==> src/rtl/morse_pkg.sv <==
// Shared definitions for the Morse transmit/receive path.
//   state_t       : keyer FSM state encoding
//   *_UNITS       : element and gap lengths in Morse time units
//   MAX_LEN       : longest character, in elements
//   cnt_width()   : counter width able to hold 0..n-1 (at least 1 bit)
package morse_pkg;

  typedef enum logic [1:0] {
    ST_IDLE,
    ST_MARK,
    ST_GAP,
    ST_WORD
  } state_t;

  localparam logic [2:0] DIT_UNITS      = 3'd1;
  localparam logic [2:0] DAH_UNITS      = 3'd3;
  localparam logic [2:0] ELEM_GAP_UNITS = 3'd1;
  localparam logic [2:0] CHAR_GAP_UNITS = 3'd3;
  localparam logic [2:0] WORD_GAP_UNITS = 3'd7;
  localparam logic [2:0] MAX_LEN        = 3'd5;

  function automatic int unsigned cnt_width(input int unsigned n);
    int unsigned w;
    w = 1;
    while ((64'd1 << w) < 64'(n)) w++;
    return w;
  endfunction

endpackage

==> src/rtl/morse_keyer_if.sv <==
// Character handshake between the processor output registers and the keyer.
//   sym_valid : character available (master -> slave)
//   sym_ready : keyer idle, able to accept (slave -> master)
//   sym_bits  : elements MSB first, 1=dah 0=dit
//   sym_len   : element count 1..5, 0 = word space, 6..7 clamp to 5
interface morse_keyer_if;
  logic       sym_valid;
  logic       sym_ready;
  logic [4:0] sym_bits;
  logic [2:0] sym_len;

  modport master (
    output sym_valid,
    output sym_bits,
    output sym_len,
    input  sym_ready
  );

  modport slave (
    input  sym_valid,
    input  sym_bits,
    input  sym_len,
    output sym_ready
  );
endinterface

==> src/rtl/morse_unit_timer.sv <==
// Morse unit timer: counts clock cycles into time units and pulses done
// on the last cycle of a span of 'units' time units.
//   clk, reset : clock, asynchronous active-high reset
//   clear      : restart the span (both counters to 0)
//   units      : span length in units, 1..7
//   done       : one-cycle pulse on the final cycle of the span
module morse_unit_timer
  import morse_pkg::*;
#(
  parameter int unsigned UNIT_CYCLES = 1350000
) (
  input  logic       clk,
  input  logic       reset,
  input  logic       clear,
  input  logic [2:0] units,
  output logic       done
);

  localparam int unsigned CW = cnt_width(UNIT_CYCLES);

  logic [CW-1:0] cyc_cnt;
  logic [2:0]    unit_cnt;
  logic          tick;

  always_comb begin
    tick = (cyc_cnt == CW'(UNIT_CYCLES - 1));
    done = tick && (unit_cnt == (units - 3'd1));
  end

  always_ff @(posedge clk or posedge reset) begin
    if (reset) begin
      cyc_cnt  <= '0;
      unit_cnt <= '0;
    end else if (clear) begin
      cyc_cnt  <= '0;
      unit_cnt <= '0;
    end else if (tick) begin
      cyc_cnt  <= '0;
      unit_cnt <= (unit_cnt == 3'd6) ? '0 : unit_cnt + 3'd1;
    end else begin
      cyc_cnt <= cyc_cnt + CW'(1);
    end
  end

endmodule

==> src/rtl/morse_keyer.sv <==
// Morse keyer: accepts one encoded character per handshake and produces
// timed key-down keying plus a gated square-wave tone.
//   clk, reset : clock, asynchronous active-high reset
//   sym        : character handshake (slave side)
//   tone_en    : key-down (mark) level
//   tone_out   : square wave, low whenever tone_en is low
//   busy       : character or word space in progress
//   char_done  : one-cycle pulse on return to idle
module morse_keyer
  import morse_pkg::*;
#(
  parameter int unsigned UNIT_CYCLES = 1350000,
  parameter int unsigned TONE_HALF   = 13500
) (
  input  logic          clk,
  input  logic          reset,
  morse_keyer_if.slave  sym,
  output logic          tone_en,
  output logic          tone_out,
  output logic          busy,
  output logic          char_done
);

  localparam int unsigned DW = cnt_width(TONE_HALF);

  state_t        state, state_n;
  logic [2:0]    idx, idx_n;
  logic [2:0]    len_q, len_n;
  logic [4:0]    bits_q, bits_n;
  logic [2:0]    target;
  logic          timer_clear;
  logic          timer_done;
  logic          char_done_n;
  logic          tone_en_n;
  logic [2:0]    len_clamped;
  logic          last_elem;
  logic [DW-1:0] div;

  morse_unit_timer #(
    .UNIT_CYCLES(UNIT_CYCLES)
  ) u_timer (
    .clk   (clk),
    .reset (reset),
    .clear (timer_clear),
    .units (target),
    .done  (timer_done)
  );

  always_comb begin
    state_n     = state;
    idx_n       = idx;
    len_n       = len_q;
    bits_n      = bits_q;
    char_done_n = 1'b0;
    target      = DIT_UNITS;
    len_clamped = (sym.sym_len > MAX_LEN) ? MAX_LEN : sym.sym_len;
    last_elem   = (idx == (len_q - 3'd1));

    unique case (state)
      ST_IDLE: begin
        // sym_ready is high exactly while in IDLE, so valid alone accepts.
        if (sym.sym_valid) begin
          len_n   = len_clamped;
          bits_n  = sym.sym_bits;
          idx_n   = '0;
          state_n = (len_clamped == '0) ? ST_WORD : ST_MARK;
        end
      end
      ST_MARK: begin
        // Current element always sits in bits_q[4]; shifted per element.
        target = bits_q[4] ? DAH_UNITS : DIT_UNITS;
        if (timer_done) state_n = ST_GAP;
      end
      ST_GAP: begin
        target = last_elem ? CHAR_GAP_UNITS : ELEM_GAP_UNITS;
        if (timer_done) begin
          if (last_elem) begin
            state_n     = ST_IDLE;
            char_done_n = 1'b1;
          end else begin
            state_n = ST_MARK;
            idx_n   = idx + 3'd1;
            bits_n  = {bits_q[3:0], 1'b0};
          end
        end
      end
      ST_WORD: begin
        target = WORD_GAP_UNITS;
        if (timer_done) begin
          state_n     = ST_IDLE;
          char_done_n = 1'b1;
        end
      end
      default: state_n = ST_IDLE;
    endcase

    // Restart timing on every state change so element lengths never drift.
    timer_clear = (state_n != state) || (state == ST_IDLE);
    tone_en_n   = (state_n == ST_MARK);
  end

  always_ff @(posedge clk or posedge reset) begin
    if (reset) begin
      state         <= ST_IDLE;
      idx           <= '0;
      len_q         <= '0;
      bits_q        <= '0;
      sym.sym_ready <= 1'b1;
      busy          <= 1'b0;
      tone_en       <= 1'b0;
      char_done     <= 1'b0;
    end else begin
      state         <= state_n;
      idx           <= idx_n;
      len_q         <= len_n;
      bits_q        <= bits_n;
      sym.sym_ready <= (state_n == ST_IDLE);
      busy          <= (state_n != ST_IDLE);
      tone_en       <= tone_en_n;
      char_done     <= char_done_n;
    end
  end

  // Divider held clear outside marks and on the first mark cycle, so each
  // mark begins with the same low phase.
  always_ff @(posedge clk or posedge reset) begin
    if (reset) begin
      div      <= '0;
      tone_out <= 1'b0;
    end else if (!tone_en_n || !tone_en) begin
      div      <= '0;
      tone_out <= 1'b0;
    end else if (div == DW'(TONE_HALF - 1)) begin
      div      <= '0;
      tone_out <= ~tone_out;
    end else begin
      div <= div + DW'(1);
    end
  end

endmodule

==> src/flat_wrapper.sv <==
// flat-port wrapper written by rule: the top's interface ports become plain ports
module morse_keyer_flat import morse_pkg::*;
#(
  parameter int unsigned UNIT_CYCLES = 1350000,
  parameter int unsigned TONE_HALF   = 13500
)
  (clk, reset, tone_en, tone_out, busy, char_done, sym_sym_valid, sym_sym_bits, sym_sym_len, sym_sym_ready);
  morse_keyer_if sym_i ();
  input  logic clk;
  input  logic reset;
  output logic tone_en;
  output logic tone_out;
  output logic busy;
  output logic char_done;
  input wire logic [$bits(sym_i.sym_valid)-1:0] sym_sym_valid;
  input wire logic [$bits(sym_i.sym_bits)-1:0] sym_sym_bits;
  input wire logic [$bits(sym_i.sym_len)-1:0] sym_sym_len;
  output wire logic [$bits(sym_i.sym_ready)-1:0] sym_sym_ready;
  assign sym_i.sym_valid = sym_sym_valid;
  assign sym_i.sym_bits = sym_sym_bits;
  assign sym_i.sym_len = sym_sym_len;
  assign sym_sym_ready = sym_i.sym_ready;
  morse_keyer #(.UNIT_CYCLES(UNIT_CYCLES), .TONE_HALF(TONE_HALF)) u_core (.clk(clk), .reset(reset), .sym(sym_i), .tone_en(tone_en), .tone_out(tone_out), .busy(busy), .char_done(char_done));
endmodule
==> config.mk <==
export PLATFORM = sky130hd
export DESIGN_NAME = morse_keyer_flat
export DESIGN_NICKNAME = d
export VERILOG_FILES = /design/src/rtl/morse_pkg.sv /design/src/rtl/morse_keyer_if.sv /design/src/rtl/morse_unit_timer.sv /design/src/rtl/morse_keyer.sv /design/src/flat_wrapper.sv
export SDC_FILE = /design/constraint.sdc
export NUM_CORES = 1
export LEC_CHECK = 0
export ABC_CLOCK_PERIOD_IN_PS = 5400
export BUFFER_PORTS_ARGS = -buffer_cell sky130_fd_sc_hd__buf_2
export CAP_MARGIN = 20
export CELL_PAD_IN_SITES_DETAIL_PLACEMENT = 1
export CELL_PAD_IN_SITES_GLOBAL_PLACEMENT = 1
export CORE_MARGIN = 1
export CORE_UTILIZATION = 51
export CTS_CLUSTER_SIZE = 24
export DETAILED_ROUTE_END_ITERATION = 16
export PLACE_DENSITY = 0.87
export SLEW_MARGIN = 10
export SYNTH_ARGS = -nofsm -noshare
export SYNTH_HDL_FRONTEND = slang
export SYNTH_SLANG_ARGS = --single-unit
==> constraint.sdc <==
create_clock -name clk -period 5.4 [get_ports clk]
set_clock_uncertainty 0.05 [all_clocks]
set_input_delay 1.35 -clock clk [delete_from_list [all_inputs] [get_ports clk]]
set_output_delay 1.35 -clock clk [all_outputs]
set_load 0.005 [all_outputs]
* Word level (Yosys, flattened, before mapping)
Index checks and enable logic that the tools add are counted.
Cells by class: add/subtract/negate cells 6, magnitude comparators 1, equality and inequality tests 13, multiplexer cells 32, bitwise operators 1, reduce and logical (&&, ||, !) cells 14
Operators by type and width (number):
- two-way mux 21 bit | 2
- two-way mux 14 bit | 2
- adder 21 x 1 -> 21 bit (second input constant) | 1
- equality test 21 bit (second input constant) | 1
- two-way mux 3 bit | 7
- two-way mux 5 bit | 3
- adder 14 x 1 -> 14 bit (second input constant) | 1
- equality test 14 bit (second input constant) | 1
- two-way mux 2 bit | 7
- one-hot mux 5 bit (2 select lines) | 1
- one-hot mux 3 bit (3 select lines) | 1
- one-hot mux 2 bit (4 select lines) | 1
- nonzero test 2 bit | 4
- adder 3 x 1 -> 3 bit (second input constant) | 2
- equality test 3 bit | 2
- two-way mux 1 bit | 6
- one-hot mux 3 bit (2 select lines) | 1
- subtractor 3 x 1 -> 3 bit (second input constant) | 2
- equality test 2 x 1 -> 1 bit (second input constant) | 2
- equality test 2 bit (second input constant) | 2
- zero test 2 bit | 2
- != test 2 bit (second input constant) | 2
- AND reduction 4 bit | 1
- equality test 3 bit (second input constant) | 1
- 10 further kinds | 12
Storage, ports and cells: register bits 56, input bits 11

* Depth between registers and ports, before layout
word-level depth 13, mapped depth 7

* By module
A second synthesis with hierarchy kept.
Unflattened totals: cells, all modules 293, area, all modules 2904.0 um2
By module, submodules not included:
- morse_keyer | times used 1, cells an instance 157, area each 1605.3 um2
- morse_unit_timer | times used 1, cells an instance 136, area each 1298.7 um2

* Least setup slack after synthesis
Ideal clock, no wire load.
path kind input to register, start point in sym_sym_valid, end point reg u_core.div[10], library setup time 0.137 ns, arrival time 2.810 ns, data required time 5.213 ns, setup slack 2.403 ns, stages on the path 6, cells stage by stage or3b_2 > clkbuf_1 > or4_1 > and2_1 > o311ai_4 > nor2_1
On the way: longest elaborated chain between the ends 6
Ends and longest elaborated chain:
- from (decl) | RTL line flat_wrapper.sv:15 | input wire logic [$bits(sym_i.sym_valid)-1:0] sym_sym_valid;
- two-way mux 2 bit | RTL line morse_keyer.sv:62 | if (sym.sym_valid) begin
- one-hot mux 2 bit (4 select lines) | RTL line morse_keyer.sv:59 | unique case (state)
- equality test 2 x 1 -> 1 bit | RTL line morse_keyer.sv:99 | tone_en_n = (state_n == ST_MARK);
- zero test 1 bit | RTL line morse_keyer.sv:130 | end else if (!tone_en_n || !tone_en) begin
- logical OR 1 bit | RTL line morse_keyer.sv:130
- two-way mux 14 bit | RTL line morse_keyer.sv:130
- to (signal assigned) | RTL line morse_keyer.sv:137 | div <= div + DW'(1);
- to (decl) | RTL line morse_keyer.sv:37 | logic [DW-1:0] div;
No other way between the ends. A chain may end at the register's enable or synchronous reset.

* Worst setup path after layout
start point in sym_sym_valid, end point reg u_core.div[7]
The elaborated chain is that of the path after synthesis.

==> qor.txt <==
Initial DRC count - 69
Fill count - 647
Worst Hold Margin - 0.4483 ns
Routed Antenna Nets - 0
Total GRT Usage - 24.95%
Status - finished clean
Core Region - 5540 sq um
DR vias - 2322
Post-synth EDFFs - 0
DRT Pass-1 Iters - 4
Yosys warning count - 0
Skew-Pair Late Insertion Delay - 0.31 ns
Post-CTS sizing - 0
Deepest level of the CTS H-tree - 2
NumNets Final - 335
Post-synth top area cell - dfrtp_1
Fin crit share - 52.94%
FF+latch area - 1403 sq um
Crit path cell chain - buf_2 > or3b_2 > or4_1 > and2_1 > o311ai_4 > nor2_1
Post-Layout Cell Count - 393
Synthesized netlist net count - 321
Synth Register Bits - 56
Synth top area cells - dfrtp_1 (47%), nor2_1 (5.5%), xnor2_1 (5.1%)
Overflow after GRT - 0
PwrDens - 230.6 nW/um^2
Top cell types by occurrence after synthesis - dfrtp_1 (55), nor2_1 (43), nand2_1 (28), xnor2_1 (17)
Tmin final - 2.859 ns
Maximum VDD drop - 115.1 uV
Vias per cell - 5.908
Die area - 6058 sq um
Die width - 77.83 microns
Leak - 1.343 nW
Worst hold-check path type - reg -> reg
Worst path max stage delay - 0.53 ns
# placed instances - 385
CTS tree - done
Vias in the first global route - 2510
Mean Syn Cell Area - 9.584 sq um
Worst-path clk slew - 0.10 ns
Crit. End Element - register
CTS Buffer Depth - 2
Die height - 77.83 microns
Placed inst area - 3074 sq um
PortBufs - 15
Relative slew margins - 51.70%
Setup Buffers After CTS - 0
Initial antenna violation count - 0
Total Neg Setup Slack - 0 ns
Count of final hold-check violations - 0
RSZ-0062 raised after global routing - no
Share of cells above drive strength 1 - 12.15%
Top-count cell post-synth - dfrtp_1
Area growth from synthesis to layout - 9.130%
Async SR Flop Fraction - 100.0%
Ports - 16
Overall routed net length - 6889 microns
Maxcap violations - 0
First-pass GRT wire length - 11790 microns
Diode count - 0
Count of different cell masters after synthesis - 56
CP arrival - 3.00 ns
Clk sinks - 56
Fmax - 349.8 MHz
R2r setup slk - 2.61 ns
Startpoint type of the worst setup path - input port
Slew Limit Fails - 0
WS Path Type - in -> reg
Final Util - 57.77%
Critical-path top delay cell - or3b_2
Starting density of the core - 52.94%
Post-route DRC - 0
Wire per inst - 17.53 microns
Worst path bufs/invs - 1
Worst-Margin Slew - 0.7245 ns
Largest net degree at the start of global routing - 57
Ys flop type - dfrtp_1
Post-synth top area share - 46.93%
CTS Buf Count - 5
Design Area, Final - 3201 sq um
RD Place Congestion - 0.8222
Post-DP HPWL - 4834 microns
Hold Buf Count CTS - 0
Sequential cell area fraction in the yosys report - 47.82%
Cells after Synth - 306
Worst path required time - 5.54 ns
Area of the multi-input gates - 1435 sq um
Post-synthesis cell area - 2933 sq um
Final number of setup-violating endpoints - 0
Cell family with most CP delay - simple AND/OR/NAND/NOR gates
Root Buffer Master - clkbuf_8
Worst Path Max Fanout - 10
FP Rows - 27
-- through the flow --
stage	power [mW]	setup slack, ns
4_1_cts	0.7426	2.541
6_report	0.7379	2.541
3_5_place_dp	0.4443	2.199
2_1_floorplan	0.4361	2.403
3_3_place_gp	0.4435	2.275
5_1_grt	0.7574	2.459
-- flip-flops by register name, indices dropped and copies added (netlist names) --
| name | cells |
|---|---|
| u_core.len_q | 3 |
| u_core.char_done | 1 |
| u_core.tone_out | 1 |
| u_core.tone_en | 1 |
| u_core.u_timer.cyc_cnt | 21 |
| u_core.sym.sym_ready | 1 |
| u_core.div | 14 |
| u_core.state | 2 |
| u_core.bits_q | 5 |
| u_core.idx | 3 |
| u_core.u_timer.unit_cnt | 3 |
| u_core.busy | 1 |
-- logic make-up after synthesis --
logic type | Yosys count | synth area share (%)
buf+inv | 25 | 3.242
simple gates | 142 | 25.00
mux | 3 | 1.067
xor+xnor | 32 | 10.03
fa+ha+maj | 4 | 1.707
flops | 56 | 47.82
compound gates | 44 | 11.14
-- routing by layer --
layer  track usage (%)  wire [microns]  share of wire, %  up-vias
li1                  -               -                 -     1089
met1             30.41            3098                45     1198
met2             44.07            3532                51       25
met3             4.235             135               2.0       10
met4             9.057             123               1.8        0
met5                 0               0                 0        -
-- report_power, final --
group	internal, mW	switching, mW	total (mW)
Combinational	0.00424	0.0115	0.0158
Clock	0.164	0.139	0.302
Sequential	0.419	0.000319	0.420
Total	0.588	0.150	0.738
-- layout make-up --
| cell class | count | area share, % |
|---|---|---|
| inverter | 15 | 1.759 |
| sequential | 56 | 43.82 |
| tap | 72 | 2.815 |
| clock inverter | 1 | 0.9382 |
| clock buffer | 7 | 3.010 |
| timing repair buffer | 17 | 2.815 |
| multi-input combinational | 225 | 44.84 |
-- cells in the final DEF, fill, tap and decap left out, types with 2 or more instances in the layout --
cell type / Yosys / final
o31ai_1: 2 / 2
nand3b_1: 2 / 2
or4b_1: 2 / 2
ha_1: 4 / 4
mux2i_1: 2 / 2
dfrtp_1: 55 / 55
nand2b_1: 4 / 4
and3_1: 4 / 4
or2_2: 2 / 2
a31oi_1: 5 / 5
buf_4: 0 / 2
and2_1: 3 / 3
nand4_1: 7 / 7
inv_1: 15 / 14
xor2_1: 14 / 14
buf_2: 0 / 15
nor3_1: 8 / 8
o21ai_0: 10 / 10
a21oi_1: 11 / 11
nand3_1: 15 / 15
or3_1: 8 / 8
nor2_1: 43 / 43
nand2_1: 28 / 28
xnor2_1: 17 / 17
nor4_1: 4 / 4
and4_1: 2 / 2
clkbuf_8: 0 / 7
-- path summary, 6_finish.rpt --
| check | from | end | depth (start not counted) |
|---|---|---|---|
| worst min register to register | u_core.u_timer.cyc_cnt[0] | u_core.u_timer.cyc_cnt[0] | 1 |
| max in group asynchronous | reset | u_core.bits_q[4] | 3 |
| worst max-delay path | sym_sym_valid | u_core.div[7] | 6 |
| min in group asynchronous | reset | u_core.div[0] | 3 |
| worst min-delay path | u_core.u_timer.cyc_cnt[0] | u_core.u_timer.cyc_cnt[0] | 1 |
| worst max register to register | u_core.u_timer.cyc_cnt[16] | u_core.idx[0] | 5 |
Power figures use the tool's default switching activity.
